==> src/rtl/plic_defs.sv <==
// ---------------------------------------------------------------------------
// plic_defs
// Shared constants for the PLIC interrupt front end.
//   PLIC_SOURCE_COUNT    : number of external interrupt sources conditioned
//   PLIC_IRQ_SYNC_STAGES : synchronizer depth per source (legal 2..4)
//   PLIC_IRQ_FILT_WIDTH  : width of the debounce threshold and counter
// ---------------------------------------------------------------------------
package plic_defs;

   localparam int PLIC_SOURCE_COUNT    = 8;
   localparam int PLIC_IRQ_SYNC_STAGES = 2;
   localparam int PLIC_IRQ_FILT_WIDTH  = 4;

endpackage : plic_defs

==> src/rtl/plic_irq_filter.sv <==
// ---------------------------------------------------------------------------
// plic_irq_filter
// Conditions one raw asynchronous interrupt line: synchronizer chain,
// polarity inversion, then a debounce filter that only accepts a new level
// once it has differed from the current one for L consecutive cycles.
// Ports:
//   clk, rst_n     : clock and asynchronous active-low reset
//   raw_i          : raw asynchronous interrupt line
//   polarity_i     : 1 = line is active-low
//   filt_en_i      : 1 = debounce enabled
//   filt_len_i     : debounce threshold in cycles (0 behaves as 1)
//   glitch_clr_i   : clears the sticky glitch flag
//   level_o        : conditioned active-high level
//   rise_o         : one-cycle pulse in the first cycle level_o reads 1
//   glitch_o       : sticky flag, a shorter-than-threshold excursion was seen
// ---------------------------------------------------------------------------
module plic_irq_filter #(
   parameter int SYNC_STAGES = 2,
   parameter int FILT_WIDTH  = 4
) (
   input  logic                  clk,
   input  logic                  rst_n,
   input  logic                  raw_i,
   input  logic                  polarity_i,
   input  logic                  filt_en_i,
   input  logic [FILT_WIDTH-1:0] filt_len_i,
   input  logic                  glitch_clr_i,
   output logic                  level_o,
   output logic                  rise_o,
   output logic                  glitch_o
);

   logic [SYNC_STAGES-1:0] sync_q;
   logic                   stable_q, stable_d;
   logic [FILT_WIDTH-1:0]  cnt_q, cnt_d;
   logic                   glitch_q, glitch_d;
   logic                   rise_q, rise_d;
   logic                   sample;
   logic [FILT_WIDTH-1:0]  thrMinus1;

   // The synchronizer shifts the raw line in at bit 0; the oldest (most
   // settled) copy sits at the top of the chain. Every stage resets to 0.
   always_ff @(posedge clk or negedge rst_n) begin
      if (!rst_n) begin
         sync_q <= '0;
      end else begin
         sync_q <= {sync_q[SYNC_STAGES-2:0], raw_i};
      end
   end

   // Polarity is applied after synchronization, so a polarity flip looks
   // like an ordinary input change and goes through the filter as well.
   assign sample = sync_q[SYNC_STAGES-1] ^ polarity_i;

   // The accept test compares against L-1 where L is the effective
   // threshold. A disabled filter or a zero length both mean L = 1, so any
   // difference is taken on the very next edge.
   always_comb begin
      thrMinus1 = '0;
      if (filt_en_i && (filt_len_i != '0)) begin
         thrMinus1 = filt_len_i - FILT_WIDTH'(1);
      end
   end

   // Debounce decision. Using >= means a threshold lowered mid-count is
   // honoured on the next differing cycle. A return to the stable level with
   // a non-zero count is a rejected excursion and raises the sticky flag;
   // raising the flag wins over a simultaneous clear request.
   always_comb begin
      stable_d = stable_q;
      cnt_d    = cnt_q;
      glitch_d = glitch_q;
      if (sample != stable_q) begin
         if (cnt_q >= thrMinus1) begin
            stable_d = sample;
            cnt_d    = '0;
         end else begin
            cnt_d = cnt_q + FILT_WIDTH'(1);
         end
         if (glitch_clr_i) begin
            glitch_d = 1'b0;
         end
      end else begin
         cnt_d = '0;
         if (cnt_q != '0) begin
            glitch_d = 1'b1;
         end else if (glitch_clr_i) begin
            glitch_d = 1'b0;
         end
      end
      rise_d = stable_d & ~stable_q;
   end

   // Filter state registers; the rise pulse is registered so it lines up
   // with the first cycle the new level is visible on level_o.
   always_ff @(posedge clk or negedge rst_n) begin
      if (!rst_n) begin
         stable_q <= 1'b0;
         cnt_q    <= '0;
         glitch_q <= 1'b0;
         rise_q   <= 1'b0;
      end else begin
         stable_q <= stable_d;
         cnt_q    <= cnt_d;
         glitch_q <= glitch_d;
         rise_q   <= rise_d;
      end
   end

   assign level_o  = stable_q;
   assign rise_o   = rise_q;
   assign glitch_o = glitch_q;

endmodule : plic_irq_filter

==> src/rtl/plic_irq_conditioner.sv <==
// ---------------------------------------------------------------------------
// plic_irq_conditioner
// Upstream conditioning stage for the PLIC. Each source is handled by an
// independent plic_irq_filter; only the debounce length is shared.
// Ports:
//   clk, rst_n     : clock and asynchronous active-low reset
//   irq_raw_i      : raw asynchronous interrupt lines
//   polarity_i     : per-source 1 = active-low
//   filt_en_i      : per-source debounce enable
//   filt_len_i     : shared debounce threshold (0 behaves as 1)
//   glitch_clr_i   : per-source clear of the sticky glitch flag
//   irq_src_o      : conditioned active-high levels to the PLIC
//   irq_rise_o     : one-cycle rising-edge pulses
//   glitch_o       : sticky glitch-rejected flags
// ---------------------------------------------------------------------------
module plic_irq_conditioner
   import plic_defs::*;
#(
   parameter int NUM_SRC     = PLIC_SOURCE_COUNT,
   parameter int SYNC_STAGES = PLIC_IRQ_SYNC_STAGES,
   parameter int FILT_WIDTH  = PLIC_IRQ_FILT_WIDTH
) (
   input  logic                  clk,
   input  logic                  rst_n,
   input  logic [NUM_SRC-1:0]    irq_raw_i,
   input  logic [NUM_SRC-1:0]    polarity_i,
   input  logic [NUM_SRC-1:0]    filt_en_i,
   input  logic [FILT_WIDTH-1:0] filt_len_i,
   input  logic [NUM_SRC-1:0]    glitch_clr_i,
   output logic [NUM_SRC-1:0]    irq_src_o,
   output logic [NUM_SRC-1:0]    irq_rise_o,
   output logic [NUM_SRC-1:0]    glitch_o
);

   // One filter per source; there is no interaction between sources.
   for (genvar i = 0; i < NUM_SRC; i++) begin : gSrc
      plic_irq_filter #(
         .SYNC_STAGES (SYNC_STAGES),
         .FILT_WIDTH  (FILT_WIDTH)
      ) uFilter (
         .clk          (clk),
         .rst_n        (rst_n),
         .raw_i        (irq_raw_i[i]),
         .polarity_i   (polarity_i[i]),
         .filt_en_i    (filt_en_i[i]),
         .filt_len_i   (filt_len_i),
         .glitch_clr_i (glitch_clr_i[i]),
         .level_o      (irq_src_o[i]),
         .rise_o       (irq_rise_o[i]),
         .glitch_o     (glitch_o[i])
      );
   end

endmodule : plic_irq_conditioner

==> config.mk <==
export PLATFORM = sky130hd
export DESIGN_NAME = plic_irq_conditioner
export DESIGN_NICKNAME = d
export VERILOG_FILES = /design/src/rtl/plic_defs.sv /design/src/rtl/plic_irq_filter.sv /design/src/rtl/plic_irq_conditioner.sv
export SDC_FILE = /design/constraint.sdc
export NUM_CORES = 1
export LEC_CHECK = 0
export ABC_AREA = 1
export BUFFER_PORTS_ARGS = -buffer_cell sky130_fd_sc_hd__buf_2
export CORE_UTILIZATION = 45
export DETAILED_ROUTE_END_ITERATION = 6
export GPL_ROUTABILITY_DRIVEN = 0
export PLACE_DENSITY = 0.7
export SYNTH_ARGS = -nofsm -noshare
export SYNTH_HDL_FRONTEND = slang
export SYNTH_SLANG_ARGS = --single-unit
==> constraint.sdc <==
create_clock -name clk -period 1.4 [get_ports clk]
set_input_delay 0.21 -clock clk [delete_from_list [all_inputs] [get_ports clk]]
set_output_delay 0.21 -clock clk [all_outputs]
set_load 0.03 [all_outputs]
==> results of run 1 <==
## worst max-delay path: cells and delay by family
family	cells	cell delay, ps
AND/OR/NAND/NOR	6	490
XOR/XNOR	1	170
buffers and inverters	4	360
adder cells (fa/ha/maj)	2	480
## synthesized netlist by cell type
cell	count	area, sq um
o21ai_0	8	40.0
buf_6	1	11.3
inv_1	99	372
inv_4	1	6.26
buf_4	24	180
o21bai_1	8	60.1
nand4_1	24	150
inv_2	1	3.75
nor3_1	32	160
nand2_1	160	601
dfrtp_1	72	1800
ha_1	49	613
xor2_2	1	16.3
nor2_1	16	60.1
nand3_2	6	60.1
nand3_4	2	35.0
nand3_1	26	130
a21oi_1	8	40.0
xnor2_1	8	70.1
xor2_4	1	27.5
## cells in the final DEF, fill, tap and decap left out, types with 17 or more instances in the layout
cell	instances
buf_2	58
nor3_2	19
nand3_1	20
inv_1	88
nand2_2	23
buf_4	30
nand4_1	24
nand2_1	130
dfrtp_1	72
ha_1	32
ha_4	17
## final cells by class
cell class                 count  area (sq um)
fill                         781          3480
multi-input combinational    349          2680
sequential                    72          1800
timing repair buffer         105           712
inverter                     101           404
tap                          129           161
clock buffer                  11           151
clock inverter                 5          31.3
## how the worst max path moves through the flow
stage             startpoint                            endpoint  slack [ps]  cells after the start
2_1_floorplan  filt_len_i[0]    gSrc[3].uFilter.rise_o$_DFF_PN0_        -230                     12
3_5_place_dp   filt_len_i[1]  gSrc[7].uFilter.cnt_q[2]$_DFF_PN0_        -590                     11
5_1_grt        filt_len_i[0]   gSrc[3].uFilter.level_o$_DFF_PN0_        -160                     13
3_3_place_gp   filt_len_i[1]  gSrc[6].uFilter.cnt_q[1]$_DFF_PN0_        -510                     11
6_report       filt_len_i[0]   gSrc[3].uFilter.level_o$_DFF_PN0_         -80                     13
4_1_cts        filt_len_i[0]  gSrc[0].uFilter.cnt_q[3]$_DFF_PN0_          -3                     13
## through the flow
stage | util, % | cells | worst slack, ps | hold WS (ps)
after CTS | 59.7 | 769 | -2.69 | 20.3
after detailed placement | 54.2 | 740 | -588 | 255
after global routing | 63.1 | 772 | -165 | 23.8
after global placement | 54.2 | 740 | -509 | 255
final | 63.1 | 772 | -77.4 | 27.9
after floorplan | - | 547 | -231 | -85.6
## power groups by stage
stage	Sequential [mW]	Combinational (mW)	Clock, mW
after detailed placement	2.94	3.48	0
after global routing	2.98	4.51	1.64
after floorplan	2.90	2.83	0
after global placement	2.92	3.38	0
final	2.92	4.06	1.51
after CTS	2.90	3.74	1.55
## state kept, by name, indices dropped and copies added, names as in the netlist
| signal | cells |
|---|---|
| gSrc.uFilter.cnt_q | 32 |
| gSrc.uFilter.glitch_o | 8 |
| gSrc.uFilter.sync_q | 16 |
| gSrc.uFilter.rise_o | 8 |
| gSrc.uFilter.level_o | 8 |
## metal layers
metal	wire (microns)	part of all wire [%]	track usage (%)
met2	4700	49	33.1
met1	4210	44	22.4
met5	0	0	0
met3	401	4.2	4.42
met4	190	2.0	8.14
## kinds of logic after synthesis
family,share of synthesized area [%]
fa+ha+maj,13.8
xor+xnor,2.57
simple gates,27.0
flops,40.6
buf+inv,12.9
compound gates,3.16
## repair_timing
action	CTS	global route
endpoints found under the hold margin	80	0
hold buffers	9	0
pin swaps	18	29
buffers inserted	4	3
resized for setup	49	65
setup endpoints to repair	48	48
==> results.py, run 1 <==
metrics = {
    "timing": {
        "hold_violations": 0,
        "skew_ps": 10.8,
        "tightest_slew_ps": 382,
        "layout_min_cycle_time_ps": 1480,
        "finalCritPeriodShare_pct": 106,
        "setup_viol": 25,
        "finalSetupTns_ps": -687,
        "report.final.slew_viol_count": 0,
        "rsz0062_at_grt": "yes",
        "max_slew_margin_pct": 74.6,
        "setup_slack_ps": -77.4,
        "max_freq_ghz": 0.677,
    },
    "layout": {
        "nets": 725,
        "area_growth_pct": 33.8,
        "drive_gt1_share_pct": 33.7,
        "insertedDiodeCount": 0,
        "final_cell_area_sq_um": 5940,
    },
    "yosys": {
        "synth-seq-cells": 72,
        "syn_inst": 547,
        "syn_area_sq_um": 4440,
        "ys.warnings.count": 0,
        "ys_seq_area_share_pct": 40.6,
        "syn-num-nets": 634,
        "synth_cell_type_count": 20,
        "synth_area_per_cell_sq_um": 8.11,
    },
    "global_route": {
        "antenna_found_initial": 0,
        "grt_overflow_total": 0,
        "grt_max_degree": 73,
        "track_usage_pct": 19.0,
        "grt_pass1_vias": 3631,
        "grt_pass1_wl_mm": 15.3,
    },
    "worst_setup_path": {
        "crit_top_cell": "nand2_1",
        "worstReg2RegStart": "gSrc[0].uFilter.cnt_q[0]$_DFF_PN0_",
        "path_class": "in -> reg",
        "path_cells": "buf_8 -> inv_8 -> ha_4 -> xor2_4 -> buf_6 -> nand2_1 -> ha_1 -> nand2_1 -> inv_1 -> nand2_2 -> nand3_4 -> nand2_1 -> nand2_1",
        "arrival_ps": 1720,
        "critPathCaptureType": "flip-flop",
        "r2r_setup_slack_ps": 60,
        "worst_r2r_path_depth": 5,
        "slowest_delay_ps": 320,
        "crit_fanout": 6,
        "rr_endpoint": "gSrc[0].uFilter.cnt_q[3]$_DFF_PN0_",
        "start_kind": "primary input",
        "cp_slowest_cell": "ha_1",
        "worstPathRequired_ps": 1640,
    },
    "clocking": {
        "cts_tree": "built",
        "numCtsBuffers": 9,
        "cts.clk_slew.worst_paths_ps": 80,
        "cts_max_path_buffers": 2,
        "cts_sinks": 72,
        "clock-root-buffer": "clkbuf_8",
        "cts_htree_levels": 3,
        "insertion_delay_ps": 350,
    },
    "min_path": {
        "hold_path.class": "in -> reg",
        "hold_path_startpoint": "glitch_clr_i[0]",
        "holdPathStages": 2,
        "holdPathEnd": "gSrc[0].uFilter.glitch_o$_DFF_PN0_",
    },
    "floorplan": {
        "num_io_pins": 62,
        "die_w_microns": 101,
        "row_count": 35,
        "start_util_pct": 47.1,
        "fp.dieArea_sq_um": 10300,
        "coreArea_sq_um": 9420,
        "die_y_microns": 101,
    },
    "outcome": {
        "status": "finished with violations",
        "violations": "setup timing",
    },
    "power": {
        "p_leak_nw": 3.05,
        "p_int_mw": 4.78,
        "switching_share_pct": 43.7,
        "clock_power_share_pct": 17.8,
        "comb_power_share_pct": 47.9,
        "p_seq_share_pct": 34.4,
        "ir_drop_mv": 0.778,
        "p_switching_mw": 3.71,
        "finalPower_mw": 8.49,
        "cellPowerDensity_nw_per_um2": 1430,
    },
    "routing": {
        "first_pass_iters": 7,
        "vias": 3787,
        "post-route-drc-count": 0,
        "first_iter_violations": 53,
        "routed_wirelength_mm": 9.50,
        "routed_via_density": 4.91,
        "wire_per_inst_microns": 12.3,
        "final_antenna_net_count": 0,
    },
    "placement": {
        "port_buffers": 61,
        "placed_area_sq_um": 5110,
        "dp_hpwl_mm": 6.68,
    },
    "flow_run": {
        "drv_cap": 0,
    },
}
No activity file was read; power rests on OpenSTA's default activity.
==> run 2, diff against run 1 <==
--- a/config.mk
+++ b/config.mk
@@ -10,6 +10,7 @@
 export CORE_UTILIZATION = 45
 export DETAILED_ROUTE_END_ITERATION = 6
 export GPL_ROUTABILITY_DRIVEN = 0
+export GPL_TIMING_DRIVEN = 0
 export PLACE_DENSITY = 0.7
 export SYNTH_ARGS = -nofsm -noshare
 export SYNTH_HDL_FRONTEND = slang
==> run 2 against run 1 <==
Compared with the run above:
- the run still ends with setup timing left
- combinational power is 4% higher
- total power is 8.0% higher
- clock skew is 3.4 ps lower
- sequential share of layout area is 0.29 points lower
- clock power is 27% higher
- core utilization is 0.60 points higher
- first-iteration DRC count is 130% higher
- maximum frequency is 1.2% lower
- non-clock buffer count is 2 lower
- largest cell class unchanged
- largest power group unchanged
==> results.py, run 2 (same netlist as run 1, synthesis figures left out) <==
metrics = {
    "outcome": {
        "status": "finished with violations",
        "violations": "setup timing",
    },
    "worst_setup_path": {
        "worstPathRequired_ps": 1690,
        "start_kind": "primary input",
        "arrival_ps": 1780,
        "path_class": "in -> reg",
        "crit_fanout": 8,
        "worst_r2r_path_depth": 6,
        "critPathCaptureType": "flip-flop",
    },
    "timing": {
        "max_freq_ghz": 0.669,
        "finalSetupTns_ps": -1430,
        "tightest_slew_ps": 490,
        "report.final.slew_viol_count": 0,
        "hold_violations": 0,
        "rsz0062_at_grt": "yes",
        "setup_viol": 45,
        "skew_ps": 7.39,
        "setup_slack_ps": -94.6,
        "layout_min_cycle_time_ps": 1490,
        "max_slew_margin_pct": 67.3,
        "finalCritPeriodShare_pct": 107,
    },
    "power": {
        "p_int_mw": 5.32,
        "cellPowerDensity_nw_per_um2": 1530,
        "p_leak_nw": 3.04,
        "ir_drop_mv": 0.840,
        "p_seq_share_pct": 33.0,
        "p_switching_mw": 3.85,
        "switching_share_pct": 42.0,
        "finalPower_mw": 9.17,
        "comb_power_share_pct": 46.1,
        "clock_power_share_pct": 21.0,
    },
    "clocking": {
        "cts.clk_slew.worst_paths_ps": 80,
        "insertion_delay_ps": 350,
        "cts_max_path_buffers": 2,
        "numCtsBuffers": 9,
        "clock-root-buffer": "clkbuf_8",
        "cts_htree_levels": 3,
        "cts_tree": "built",
        "cts_sinks": 72,
    },
    "layout": {
        "insertedDiodeCount": 0,
        "utilization_pct": 63.7,
        "nets": 723,
        "multiInputGateArea_sq_um": 2690,
        "fill_cells": 769,
        "area_growth_pct": 35.0,
        "layout_common_cells": "nand2_1 (128), inv_1 (86), dfrtp_1 (72)",
        "register_area_sq_um": 1800,
        "regMostFlops": "gSrc.uFilter.cnt_q",
        "largest_register_ffs": 32,
        "reg_top3": "gSrc.uFilter.cnt_q (32), gSrc.uFilter.sync_q (16)",
        "final_cell_area_sq_um": 5990,
        "final_common_cell": "nand2_1",
        "fin_cells": 770,
        "drive_gt1_share_pct": 35.1,
    },
    "floorplan": {
        "die_y_microns": 101,
        "die_w_microns": 101,
        "fp.dieArea_sq_um": 10300,
        "row_count": 35,
        "num_io_pins": 62,
        "start_util_pct": 47.1,
        "coreArea_sq_um": 9420,
    },
    "global_route": {
        "grt_pass1_vias": 3778,
        "grt_overflow_total": 0,
        "grt_pass1_wl_mm": 15.8,
        "antenna_found_initial": 0,
        "track_usage_pct": 19.5,
        "grt_max_degree": 38,
    },
    "routing": {
        "first_iter_violations": 124,
        "first_pass_iters": 4,
        "routed_via_density": 4.86,
        "vias": 3739,
        "post-route-drc-count": 0,
        "routed_wirelength_mm": 9.37,
        "wire_per_inst_microns": 12.2,
        "final_antenna_net_count": 0,
    },
    "flow_run": {
        "drv_cap": 0,
    },
    "placement": {
        "dp_cells": 737,
        "port_buffers": 60,
        "dp_hpwl_mm": 6.43,
        "placed_area_sq_um": 5100,
    },
    "min_path": {
        "hold_path.class": "in -> reg",
        "holdPathStages": 2,
    },
}
run 2: cell types whose count changed in the layout (fill, tap and decap cells not counted), moves of 3 or more:
cell | before | now
nand3_1 | 20 | 17
buf_4 | 30 | 33
nand2_4 | 7 | 3
nand3_2 | 4 | 7
nor3_1 | 13 | 5
clkinv_2 | 3 | 0
nor3_2 | 19 | 26
buf_6 | 5 | 2
nand2_2 | 23 | 29
run 2: worst paths after layout:
| check | startpoint | end | slack (ps) |
|---|---|---|---|
| setup / recovery | filt_len_i[0] | gSrc[6].uFilter.level_o$_DFF_PN0_ | -90 |
| hold / removal | glitch_clr_i[1] | gSrc[1].uFilter.glitch_o$_DFF_PN0_ | 30 |
| setup reg to reg | gSrc[4].uFilter.cnt_q[0]$_DFF_PN0_ | gSrc[4].uFilter.rise_o$_DFF_PN0_ | -20 |
| hold reg to reg | gSrc[2].uFilter.sync_q[0]$_DFF_PN0_ | gSrc[2].uFilter.sync_q[1]$_DFF_PN0_ | 350 |
| max in group asynchronous | rst_n | gSrc[2].uFilter.glitch_o$_DFF_PN0_ | 470 |
| min in group asynchronous | rst_n | gSrc[6].uFilter.sync_q[1]$_DFF_PN0_ | 360 |
run 2: timing repair:
item / in CTS / in global routing
buffers inserted: 4 / 4
setup endpoints to repair: 48 / 48
pin swaps: 19 / 14
hold buffers: 9 / 0
gates resized for setup: 59 / 54
endpoints found under the hold margin: 44 / 0
run 2: power by group through the flow:
stage                     clock network (mW)  registers (mW)  logic [mW]
after CTS                               1.98            2.99        3.98
after detailed placement                   0            3.03        3.58
final                                   1.92            3.02        4.22
after global placement                     0            3.00        3.48
after floorplan                            0            2.90        2.83
after global routing                    2.06            3.10        4.73
run 2: final cells by class:
cell class                      instances  share of cell area, %
Multi-Input combinational cell        349                   44.9
Sequential cell                        72                   30.1
Timing Repair Buffer                   78                   8.35
Inverter                              101                   6.74
Buffer                                 25                   3.34
Tap cell                              129                   2.69
Clock buffer                           12                   2.59
Clock inverter                          4                   1.27
run 2: worst max-delay path, stage by stage:
cell and delay, ps:
buf_12 100, inv_8 40, ha_4 170, nand3_4 150
buf_4 150, nand2_4 50, inv_4 80, nand2_4 50
ha_4 290, nand4_1 180, nand3_4 170, nand2_1 70
nand2_1 60
run 2: layer usage:
layer	share of wire, %	global-route usage (%)	routed length (microns)
met1	44	22.7	4080
met3	3.4	3.80	316
met5	0	0	0
met2	51	35.4	4820
met4	1.6	7.02	147
run 2: metrics by stage:
step                hold slack, ps  setup WS (ps)
floorplan                    -85.6           -231
global placement               318           -542
detailed placement             207           -597
CTS                           13.5          -19.0
global route                  11.7           -163
finish                        25.5          -94.6
==> run 3, diff against run 2 <==
--- a/config.mk
+++ b/config.mk
@@ -7,11 +7,11 @@
 export LEC_CHECK = 0
 export ABC_AREA = 1
 export BUFFER_PORTS_ARGS = -buffer_cell sky130_fd_sc_hd__buf_2
-export CORE_UTILIZATION = 45
+export CORE_UTILIZATION = 35
 export DETAILED_ROUTE_END_ITERATION = 6
 export GPL_ROUTABILITY_DRIVEN = 0
 export GPL_TIMING_DRIVEN = 0
-export PLACE_DENSITY = 0.7
+export SKIP_CTS_REPAIR_TIMING = 1
 export SYNTH_ARGS = -nofsm -noshare
 export SYNTH_HDL_FRONTEND = slang
 export SYNTH_SLANG_ARGS = --single-unit
==> run 3 against run 2 <==
Compared with the run above:
- the flow still finishes with violations (setup timing)
- critical path depth shrank 2
- core utilization down 11 points
- first-iteration DRC count is 0.81% higher
- sequential power barely moved
- sequential share of layout area decreased by 1.7 points
- non-clock buffer count rose by 4
- combinational power increased by 5.2%
- final area up 6.1%
- die area up 28%
- worst setup slack better by 38 ps
- count of clock-buffer cells in the layout decreased by 1
- worst hold slack better by 9.9 ps
- largest cell class unchanged
==> results.py, run 3 (same netlist as run 1, synthesis figures left out) <==
metrics = {
    "routing": {
        "routed_via_density": 4.64,
        "routed_wirelength_mm": 9.77,
        "final_antenna_net_count": 0,
        "post-route-drc-count": 0,
        "vias": 3773,
        "first_pass_iters": 4,
        "wire_per_inst_microns": 12.0,
        "first_iter_violations": 125,
    },
    "layout": {
        "reg_top3": "gSrc.uFilter.cnt_q (32), gSrc.uFilter.sync_q (16)",
        "final_common_cell": "nand2_1",
        "nets": 727,
        "regMostFlops": "gSrc.uFilter.cnt_q",
        "largest_register_ffs": 32,
        "area_growth_pct": 43.2,
        "utilization_pct": 52.3,
        "drive_gt1_share_pct": 42.6,
        "insertedDiodeCount": 0,
        "layout_common_cells": "nand2_1 (100), inv_1 (80), dfrtp_1 (72)",
    },
    "min_path": {
        "hold_path.class": "in -> reg",
        "holdPathEnd": "gSrc[0].uFilter.glitch_o$_DFF_PN0_",
        "holdPathStages": 2,
        "hold_path_startpoint": "glitch_clr_i[0]",
    },
    "clocking": {
        "clock-root-buffer": "clkbuf_16",
        "cts_htree_levels": 3,
        "cts_sinks": 72,
        "cts_tree": "built",
        "cts_max_path_buffers": 2,
        "insertion_delay_ps": 350,
        "cts.clk_slew.worst_paths_ps": 60,
        "numCtsBuffers": 9,
    },
    "worst_setup_path": {
        "worstPathRequired_ps": 1660,
        "rr_endpoint": "gSrc[0].uFilter.level_o$_DFF_PN0_",
        "path_class": "in -> reg",
        "cp-startpoint": "filt_len_i[0]",
        "r2r_setup_slack_ps": -10,
        "crit_fanout": 8,
        "worst_r2r_path_depth": 6,
        "arrival_ps": 1710,
        "worstReg2RegStart": "gSrc[0].uFilter.cnt_q[0]$_DFF_PN0_",
        "critPathCaptureType": "flip-flop",
        "start_kind": "primary input",
    },
    "timing": {
        "max_freq_ghz": 0.687,
        "tightest_slew_ps": 495,
        "setup_viol": 40,
        "rsz0062_at_grt": "yes",
        "finalCritPeriodShare_pct": 104,
        "skew_ps": 6.99,
        "hold_violations": 0,
        "layout_min_cycle_time_ps": 1460,
        "setup_slack_ps": -56.3,
        "report.final.slew_viol_count": 0,
        "max_slew_margin_pct": 67.0,
        "finalSetupTns_ps": -802,
    },
    "power": {
        "cellPowerDensity_nw_per_um2": 1540,
        "finalPower_mw": 9.78,
        "p_leak_nw": 3.10,
        "ir_drop_mv": 1.00,
    },
    "floorplan": {
        "die_w_microns": 115,
        "die_y_microns": 115,
        "row_count": 40,
        "num_io_pins": 62,
        "coreArea_sq_um": 12200,
        "fp.dieArea_sq_um": 13100,
        "start_util_pct": 36.5,
    },
    "global_route": {
        "track_usage_pct": 14.7,
        "grt_overflow_total": 0,
        "grt_pass1_vias": 3569,
        "grt_pass1_wl_mm": 15.0,
        "antenna_found_initial": 0,
        "grt_max_degree": 38,
    },
    "flow_run": {
        "drv_cap": 0,
    },
    "outcome": {
        "status": "finished with violations",
        "violations": "setup timing",
    },
    "placement": {
        "port_buffers": 60,
        "dp_hpwl_mm": 6.68,
    },
}
==> run 3: cell types whose count changed in the layout (fill, tap and decap cells not counted), sizes merged <==
cell,previous run,this run
clkinv,1,3
clkbuf,12,11
bufinv,2,1
buf,94,98
==> run 3: how the worst max path moves through the flow <==
stage,slack (ps),cells after the start,end
2_1_floorplan,-230,12,gSrc[3].uFilter.rise_o$_DFF_PN0_
3_3_place_gp,-580,12,gSrc[3].uFilter.rise_o$_DFF_PN0_
3_5_place_dp,-620,12,gSrc[3].uFilter.rise_o$_DFF_PN0_
4_1_cts,-250,12,gSrc[3].uFilter.rise_o$_DFF_PN0_
5_1_grt,-150,11,gSrc[7].uFilter.cnt_q[1]$_DFF_PN0_
6_report,-60,11,gSrc[7].uFilter.cnt_q[1]$_DFF_PN0_
==> run 3: area by class of cell <==
cell class                 count  area (sq um)
multi-input combinational    349          2900
clock buffer                  11           243
sequential                    72          1800
timing repair buffer          82           541
inverter                     101           402
fill                        1135          5810
tap                          168           210
buffer                        25           200
clock inverter                 5          56.3
==> run 3: metrics by stage <==
stage	cells	hold WS, ps	cell area (sq um)	worst slack, ps
final	813	35.4	6360	-56.3
after global placement	775	317	5130	-580
after detailed placement	776	220	5150	-624
after floorplan	547	-85.6	4620	-231
after CTS	792	-156	5450	-252
after global routing	813	27.2	6360	-147
==> run 3: worst max-delay path: stages <==
cell,delay (ps)
buf_12,110
inv_8,50
ha_4,160
nand3_4,190
nand2_2,140
inv_2,60
nand2_2,70
ha_4,220
a21oi_4,180
nand3_4,140
nor3_2,160
==> run 3: report_power, final <==
group          total, mW  switching (mW)  internal [mW]  leakage, nW
logic               4.44            2.66           1.78         2.02
clock network       2.31           0.882           1.42        0.145
registers           3.04           0.476           2.56        0.936
==> run 3: metal layers <==
metal | wire length (microns) | part of all wire, % | track usage [%] | vias to the layer above
met5 | 0 | 0 | 0 | -
met4 | 108 | 1.1 | 4.07 | 0
met3 | 386 | 4.0 | 5.77 | 9
met2 | 4970 | 51 | 25.4 | 51
met1 | 4310 | 44 | 16.9 | 1810
li1 | - | - | - | 1903
